`src/rtl/uart_rx.sv`:
```
// rtl/uart_rx.sv - oversampling UART receiver with 2-flop synchronizer, framing check
module uart_rx #(
  parameter int OVERSAMPLING = 8,
  parameter int DATA_BITS    = 8
) (
  input  logic                 clk_in,
  input  logic                 nrst_in,
  input  logic                 rx_serial_in,
  output logic [DATA_BITS-1:0] rx_data_out,
  output logic                 rx_valid_out,
  output logic                 rx_busy_out,
  output logic                 rx_frame_err_out
);

  localparam int TW = $clog2(OVERSAMPLING);
  localparam int BW = $clog2(DATA_BITS + 1);
  localparam logic [TW-1:0] HALF_M1  = TW'(OVERSAMPLING / 2 - 1);
  localparam logic [TW-1:0] FULL_M1  = TW'(OVERSAMPLING - 1);
  localparam logic [BW-1:0] LAST_BIT = BW'(DATA_BITS - 1);

  typedef enum logic [1:0] {IDLE, START, DATA, STOP} state_t;

  state_t                 state_q, state_d;
  logic [1:0]             sync_q, sync_d;
  logic [1:0]             fill_q, fill_d;
  logic [TW-1:0]          tick_q, tick_d;
  logic [BW-1:0]          bit_q, bit_d;
  logic [DATA_BITS-1:0]   shift_q, shift_d;
  logic [DATA_BITS-1:0]   data_q, data_d;
  logic                   armed_q, armed_d;
  logic                   valid_q, valid_d;
  logic                   err_q, err_d;
  logic                   busy_q, busy_d;
  logic                   rx_s;
  logic                   line_ok;

  assign rx_s    = sync_q[1];
  // The synchronizer's reset preset is not a real idle level; arming waits until
  // both stages hold genuine line samples.
  assign line_ok = fill_q[1];

  always_comb begin
    sync_d  = {sync_q[0], rx_serial_in};
    fill_d  = {fill_q[0], 1'b1};
    state_d = state_q;
    tick_d  = tick_q + TW'(1);
    bit_d   = bit_q;
    shift_d = shift_q;
    data_d  = data_q;
    armed_d = armed_q;
    valid_d = 1'b0;
    err_d   = 1'b0;
    case (state_q)
      IDLE: begin
        tick_d = '0;
        if (rx_s && line_ok) armed_d = 1'b1;
        if (armed_q && !rx_s) state_d = START;
      end
      START: begin
        if (tick_q == HALF_M1) begin
          tick_d  = '0;
          bit_d   = '0;
          state_d = rx_s ? IDLE : DATA;
        end
      end
      DATA: begin
        if (tick_q == FULL_M1) begin
          tick_d  = '0;
          shift_d = {rx_s, shift_q[DATA_BITS-1:1]};
          bit_d   = bit_q + BW'(1);
          if (bit_q == LAST_BIT) state_d = STOP;
        end
      end
      STOP: begin
        if (tick_q == FULL_M1) begin
          tick_d  = '0;
          state_d = IDLE;
          armed_d = rx_s;
          if (rx_s) begin
            data_d  = shift_q;
            valid_d = 1'b1;
          end else begin
            err_d = 1'b1;
          end
        end
      end
      default: state_d = IDLE;
    endcase
    busy_d = (state_d != IDLE);
  end

  always_ff @(posedge clk_in or negedge nrst_in) begin
    if (!nrst_in) begin
      state_q <= IDLE;
      sync_q  <= 2'b11;
      fill_q  <= 2'b00;
      tick_q  <= '0;
      bit_q   <= '0;
      shift_q <= '0;
      data_q  <= '0;
      armed_q <= 1'b0;
      valid_q <= 1'b0;
      err_q   <= 1'b0;
      busy_q  <= 1'b0;
    end else begin
      state_q <= state_d;
      sync_q  <= sync_d;
      fill_q  <= fill_d;
      tick_q  <= tick_d;
      bit_q   <= bit_d;
      shift_q <= shift_d;
      data_q  <= data_d;
      armed_q <= armed_d;
      valid_q <= valid_d;
      err_q   <= err_d;
      busy_q  <= busy_d;
    end
  end

  assign rx_data_out      = data_q;
  assign rx_valid_out     = valid_q;
  assign rx_busy_out      = busy_q;
  assign rx_frame_err_out = err_q;

endmodule

```
`config.mk`:
```
export PLATFORM = sky130hd
export DESIGN_NAME = uart_rx
export DESIGN_NICKNAME = d
export VERILOG_FILES = /design/src/rtl/uart_rx.sv
export SDC_FILE = /design/constraint.sdc
export NUM_CORES = 1
export LEC_CHECK = 0
export CAP_MARGIN = 10
export CELL_PAD_IN_SITES_DETAIL_PLACEMENT = 1
export CELL_PAD_IN_SITES_GLOBAL_PLACEMENT = 2
export CORE_MARGIN = 1
export CORE_UTILIZATION = 35
export CTS_BUF_LIST = sky130_fd_sc_hd__clkbuf_4
export DETAILED_ROUTE_END_ITERATION = 8
export PLACE_DENSITY = 0.7
export SYNTH_ARGS = -nofsm -noshare
export SYNTH_HDL_FRONTEND = slang
export SYNTH_SLANG_ARGS = --single-unit
```
`constraint.sdc`:
```
create_clock -name clk_in -period 3.59 [get_ports clk_in]
set_clock_uncertainty 0.2 [all_clocks]
set_input_delay 0.359 -clock clk_in [delete_from_list [all_inputs] [get_ports clk_in]]
set_output_delay 0.359 -clock clk_in [all_outputs]
set_load 0.02 [all_outputs]
```
* After elaboration in Yosys (flattened, before gate mapping)
Index checks and enable logic that the tools add are counted.
Operators by class: mux-type cells 22, equality and inequality tests 10, reductions and logical operators 12, add/sub/neg operators 2
Operators by type and width (count):
- two-way mux 2 bit | 6
- case mux 3 bit (3 select lines) | 1
- AND reduction 3 bit | 3
- two-way mux 1 bit | 8
- two-way mux 4 bit | 2
- != test 2 bit, second input constant | 4
- case mux 2 bit (4 select lines) | 1
- case mux 4 bit (2 select lines) | 1
- two-way mux 3 bit | 2
- nonzero test 2 bit | 3
- adder 4 x 1 -> 4 bit, second input constant | 1
- equality test 2 bit, second input constant | 2
- equality test 4 x 3 -> 1 bit, second input constant | 1
- adder 3 x 1 -> 3 bit, second input constant | 1
- equality test 3 x 2 -> 1 bit, second input constant | 1
- equality test 3 bit, second input constant | 1
- equality test 2 x 1 -> 1 bit, second input constant | 1
- logical AND 1 bit | 2
- logical NOT 2 bit | 1
- case mux 1 bit (2 select lines) | 1
- AND reduction 2 bit | 1
- OR reduction 2 bit | 1
- logical NOT 1 bit | 1
Word-level totals: input bits 3, word-level logic and storage cells 57, register bits 33, output and inout port bits 11

* Depth between registers and ports, before layout
depth in word-level cells 5, depth in mapped cells 5, mapped depth without buffers 5

* Worst setup path after synthesis
OpenSTA, ideal clock, no wires.
kind flip-flop to flip-flop, start point register tick_q[0], end point register data_q[0], in the netlist rx_data_out[0], cell stages (with the launch flop) 5, path slack 1.896 ns, setup time 0.125 ns, period minus slack after synthesis 1.694 ns, arrival 1.369 ns, data required time 3.265 ns, path buffers 0, cell sequence dfrtp_1 -> ha_1 -> ha_1 -> nand4_4 -> mux2_2
Between the ends: cells in the longest elaborated chain, start to end 2
RTL lines:
- from (decl) | line 26 | logic [TW-1:0] tick_q, tick_d;
- from (signal assigned) | line 109 | tick_q <= tick_d;
- equality test 3 bit | line 75 | if (tick_q == FULL_M1) begin
- AND reduction 3 bit (no source line)
- to (signal assigned) | line 112 | data_q <= data_d;
- to (decl) | line 29 | logic [DATA_BITS-1:0] data_q, data_d;
No other way between the ends. A chain may end at the register's enable or synchronous reset.

* Final worst setup path
start point register data_q[0], in the netlist rx_data_out[0], end point output rx_data_out[0]
RTL lines:
- to (decl) | line 9 | output logic [DATA_BITS-1:0] rx_data_out,
No word-level cell between the ends.

==> summary.txt <==
Pwr
  • Pwr Total: 0.000872 W
  • Leakage: just over 0.8 nW
  • Pwr/cell area: 527 nW/um^2
  • Worst VDD drop: about 220 uV

STA
  • Least-Margin Pin Slew: 0.608 ns
  • Rel. slew slack: 0.594
  • Fin crit period: 1.87 ns
  • RSZ-0062 raised after global routing: false
  • Final setup vio count: 0
  • Final worst path period share: 0.520
  • Total Negative Setup Slacks: 0 ns
  • Fmax: 536 MHz
  • Hold Vio Cnt, Final: 0
  • Slew Viols, Final: 0

Synth
  • Post-synth EDFFs: 0
  • Cell Area, Synth: 1430 sq um
  • Primary FF master, synth: dfrtp_1
  • Post-synthesis sequential area ratio: 0.580
  • FFs w/ async S/R, synth: 1.00
  • Syn Inst Count: 107
  • Synth Warn #: 0
  • Commonest cells in the synthesized netlist: 31 x dfrtp_1, 15 x mux2_2, 7 x inv_1, 7 x nand2_1, 6 x ha_1
  • Synth area leaders: dfrtp_1 54%, mux2_2 12%, ha_1 5.3%
  • Syn avg cell area: 13.4 sq um
  • Most frequent cell after synthesis: dfrtp_1
  • Syn_nets: 116
  • Synth Register Bits: 33
  • Unique cell type count in the Yosys netlist: 34
  • Top-area cell type share of the netlist area: 0.543
  • Area leader, netlist: dfrtp_1

Setup path
  • CP Capture Type: output port
  • Worst-path cell chain: clkdlybuf4s50_1
  • RR Startpoint: tick_q[0]$_DFF_PN0_
  • R2R cell count: 4
  • Critical path class: reg2out
  • CP max-delay cell: clkdlybuf4s50_1
  • Largest fanout on the critical path: 2
  • R2R Setup Slk: 1.74 ns
  • Delay-heaviest family, CP: buffers and inverters
  • Max incr delay on CP: 0.61 ns
  • CP Launch Type: flop
  • Buf/Inv on CP: 1
  • Worst Path Required: ~3 ns
  • Arrival @ worst endpoint: roughly 1.3 ns
  • Reg-to-reg endpoint: rx_data_out[6]$_DFFE_PN0P_

Routing
  • DRT Pass-1 Iters: 3
  • Via Count: 851
  • Routed WL per cell: ~14 microns
  • ANT nets after route: 0
  • Final wirelength: 2.49 mm
  • Drt first-iter violations: 74
  • # DRC: 0
  • Via density: 4.89

Placed design
  • Buffers on Ports: 13
  • Placer Congestion: 0.700
  • Placed standard-cell area: ~1600 sq um
  • Post-DP HPWL: 1.67 mm

Min path
  • Worst hold stages: 0
  • Min-delay src: sync_q[0]$_DFF_PN1_
  • Class of the worst hold path: reg2reg
  • Hold path endpoint: sync_q[1]$_DFF_PN1_

Global route
  • Largest net degree at the start of global routing: 34
  • Initial antenna violation count: 0
  • First-pass GRT wire length: ~4.4 mm
  • Vias in the first global route: 888
  • GR Util All Layers: 0.140
  • GR Overflow Total: 0

Clocking
  • Num CTS Buffers: 5
  • Post-CTS Setup Inserts: 0
  • Post-CTS Resized: 0
  • CTS max path bufs: 2
  • Worst-path clk slew: 0.10 ns
  • Clock sinks: 33
  • Root Buffer: clkbuf_4
  • Clock Latency Late Sink: ~0.34 ns
  • H-tree levels: 2
  • Clock tree from TritonCTS: built
  • Cts hold-fix bufs: 0

Flow run
  • Max-cap violations: 0

Floorplanning
  • Die Y: ~66 microns
  • Core area: around 3800 sq um
  • # rows: 22
  • Die X: between 60 and 70 microns
  • Die Area: 4340 sq um
  • IO Pins: 14
  • Initial cell density of the core: 0.376

Final layout
  • Layout cells sized above 1: 0.278
  • Area Overhead vs Synth: 15.8%
  • Core Util, Final: 0.436
  • Final antenna diode count: 0
  • Filler cells: 401
  • Fin area: 1660 sq um
  • NumNets Final: ~130

Status
  • Status: complete, no violations
-- area by class of cell --
cell class                 instances  area [sq um]  area share
clock buffer                       6          45.0      0.0272
tap                               48          60.1      0.0363
clock inverter                     2          10.0     0.00605
inverter                           8          30.0      0.0181
multi-input combinational         63           544       0.329
timing repair buffer              14           138      0.0831
sequential                        33           828       0.500
-- how the worst max path moves through the flow --
stage | to | from | cells after the start | slack (ns)
finish | rx_data_out[0] | rx_data_out[0]$_DFFE_PN0P_ | 1 | 1.72
global route | rx_data_out[1]$_DFFE_PN0P_ | tick_q[0]$_DFF_PN0_ | 4 | 1.61
CTS | rx_data_out[1] | rx_data_out[1]$_DFFE_PN0P_ | 1 | 1.70
detailed placement | rx_data_out[6]$_DFFE_PN0P_ | tick_q[0]$_DFF_PN0_ | 4 | 1.75
global placement | rx_data_out[6]$_DFFE_PN0P_ | tick_q[0]$_DFF_PN0_ | 4 | 1.82
floorplan | rx_data_out[0]$_DFFE_PN0P_ | tick_q[0]$_DFF_PN0_ | 4 | 1.90
-- power by group --
| part | switching [W] | internal, W |
|---|---|---|
| registers | 0.0000727 | 0.000412 |
| clock network | 0.000124 | 0.0000821 |
| logic | 0.0000937 | 0.0000878 |
-- sequential cells by signal, summed over array words and instances, names as in the netlist --
register / cells
rx_data_out: 8
shift_q: 8
bit_q: 4
tick_q: 3
fill_q: 2
state_q: 2
sync_q: 2
armed_q: 1
rx_busy_out: 1
rx_frame_err_out: 1
rx_valid_out: 1
-- logic make-up (layout without fill, tap and decap cells) --
kind of cell / count (synthesis) / after routing / share of synthesized area
mux: 15 / 15 / 0.118
simple gates: 21 / 21 / 0.104
flops: 33 / 33 / 0.580
fa+ha+maj: 6 / 6 / 0.0525
compound gates: 20 / 20 / 0.103
other cells: 1 / 1 / 0.00262
buf+inv: 11 / 30 / 0.0394
-- layout by cell type (no fill, tap or decap), types with 2 or more instances in the layout --
| cell | count |
|---|---|
| clkbuf_4 | 6 |
| inv_1 | 7 |
| clkinv_2 | 2 |
| a211oi_1 | 3 |
| dfrtp_1 | 31 |
| nand2_1 | 7 |
| o22ai_1 | 2 |
| nor2_1 | 3 |
| nand3b_1 | 2 |
| clkdlybuf4s50_1 | 13 |
| a21oi_1 | 4 |
| dfstp_2 | 2 |
| o21ai_0 | 2 |
| ha_1 | 6 |
| mux2_2 | 15 |
-- through the flow --
stage	setup WS, ns	cells	hold slack (ns)
2_1_floorplan	1.90	107	-0.137
3_3_place_gp	1.82	166	0.160
3_5_place_dp	1.75	166	0.151
4_1_cts	1.70	174	0.165
5_1_grt	1.61	174	0.168
6_report	1.72	174	0.163
-- metal layers --
| metal | vias to the layer above | share of wire | global-route usage |
|---|---|---|---|
| li1 | 406 | - | - |
| met1 | 429 | 0.51 | 0.194 |
| met2 | 13 | 0.44 | 0.193 |
| met3 | 3 | 0.036 | 0.0500 |
| met4 | 0 | 0.011 | 0.0652 |
| met5 | - | 0 | 0 |
(Power assumes the default switching activity.)
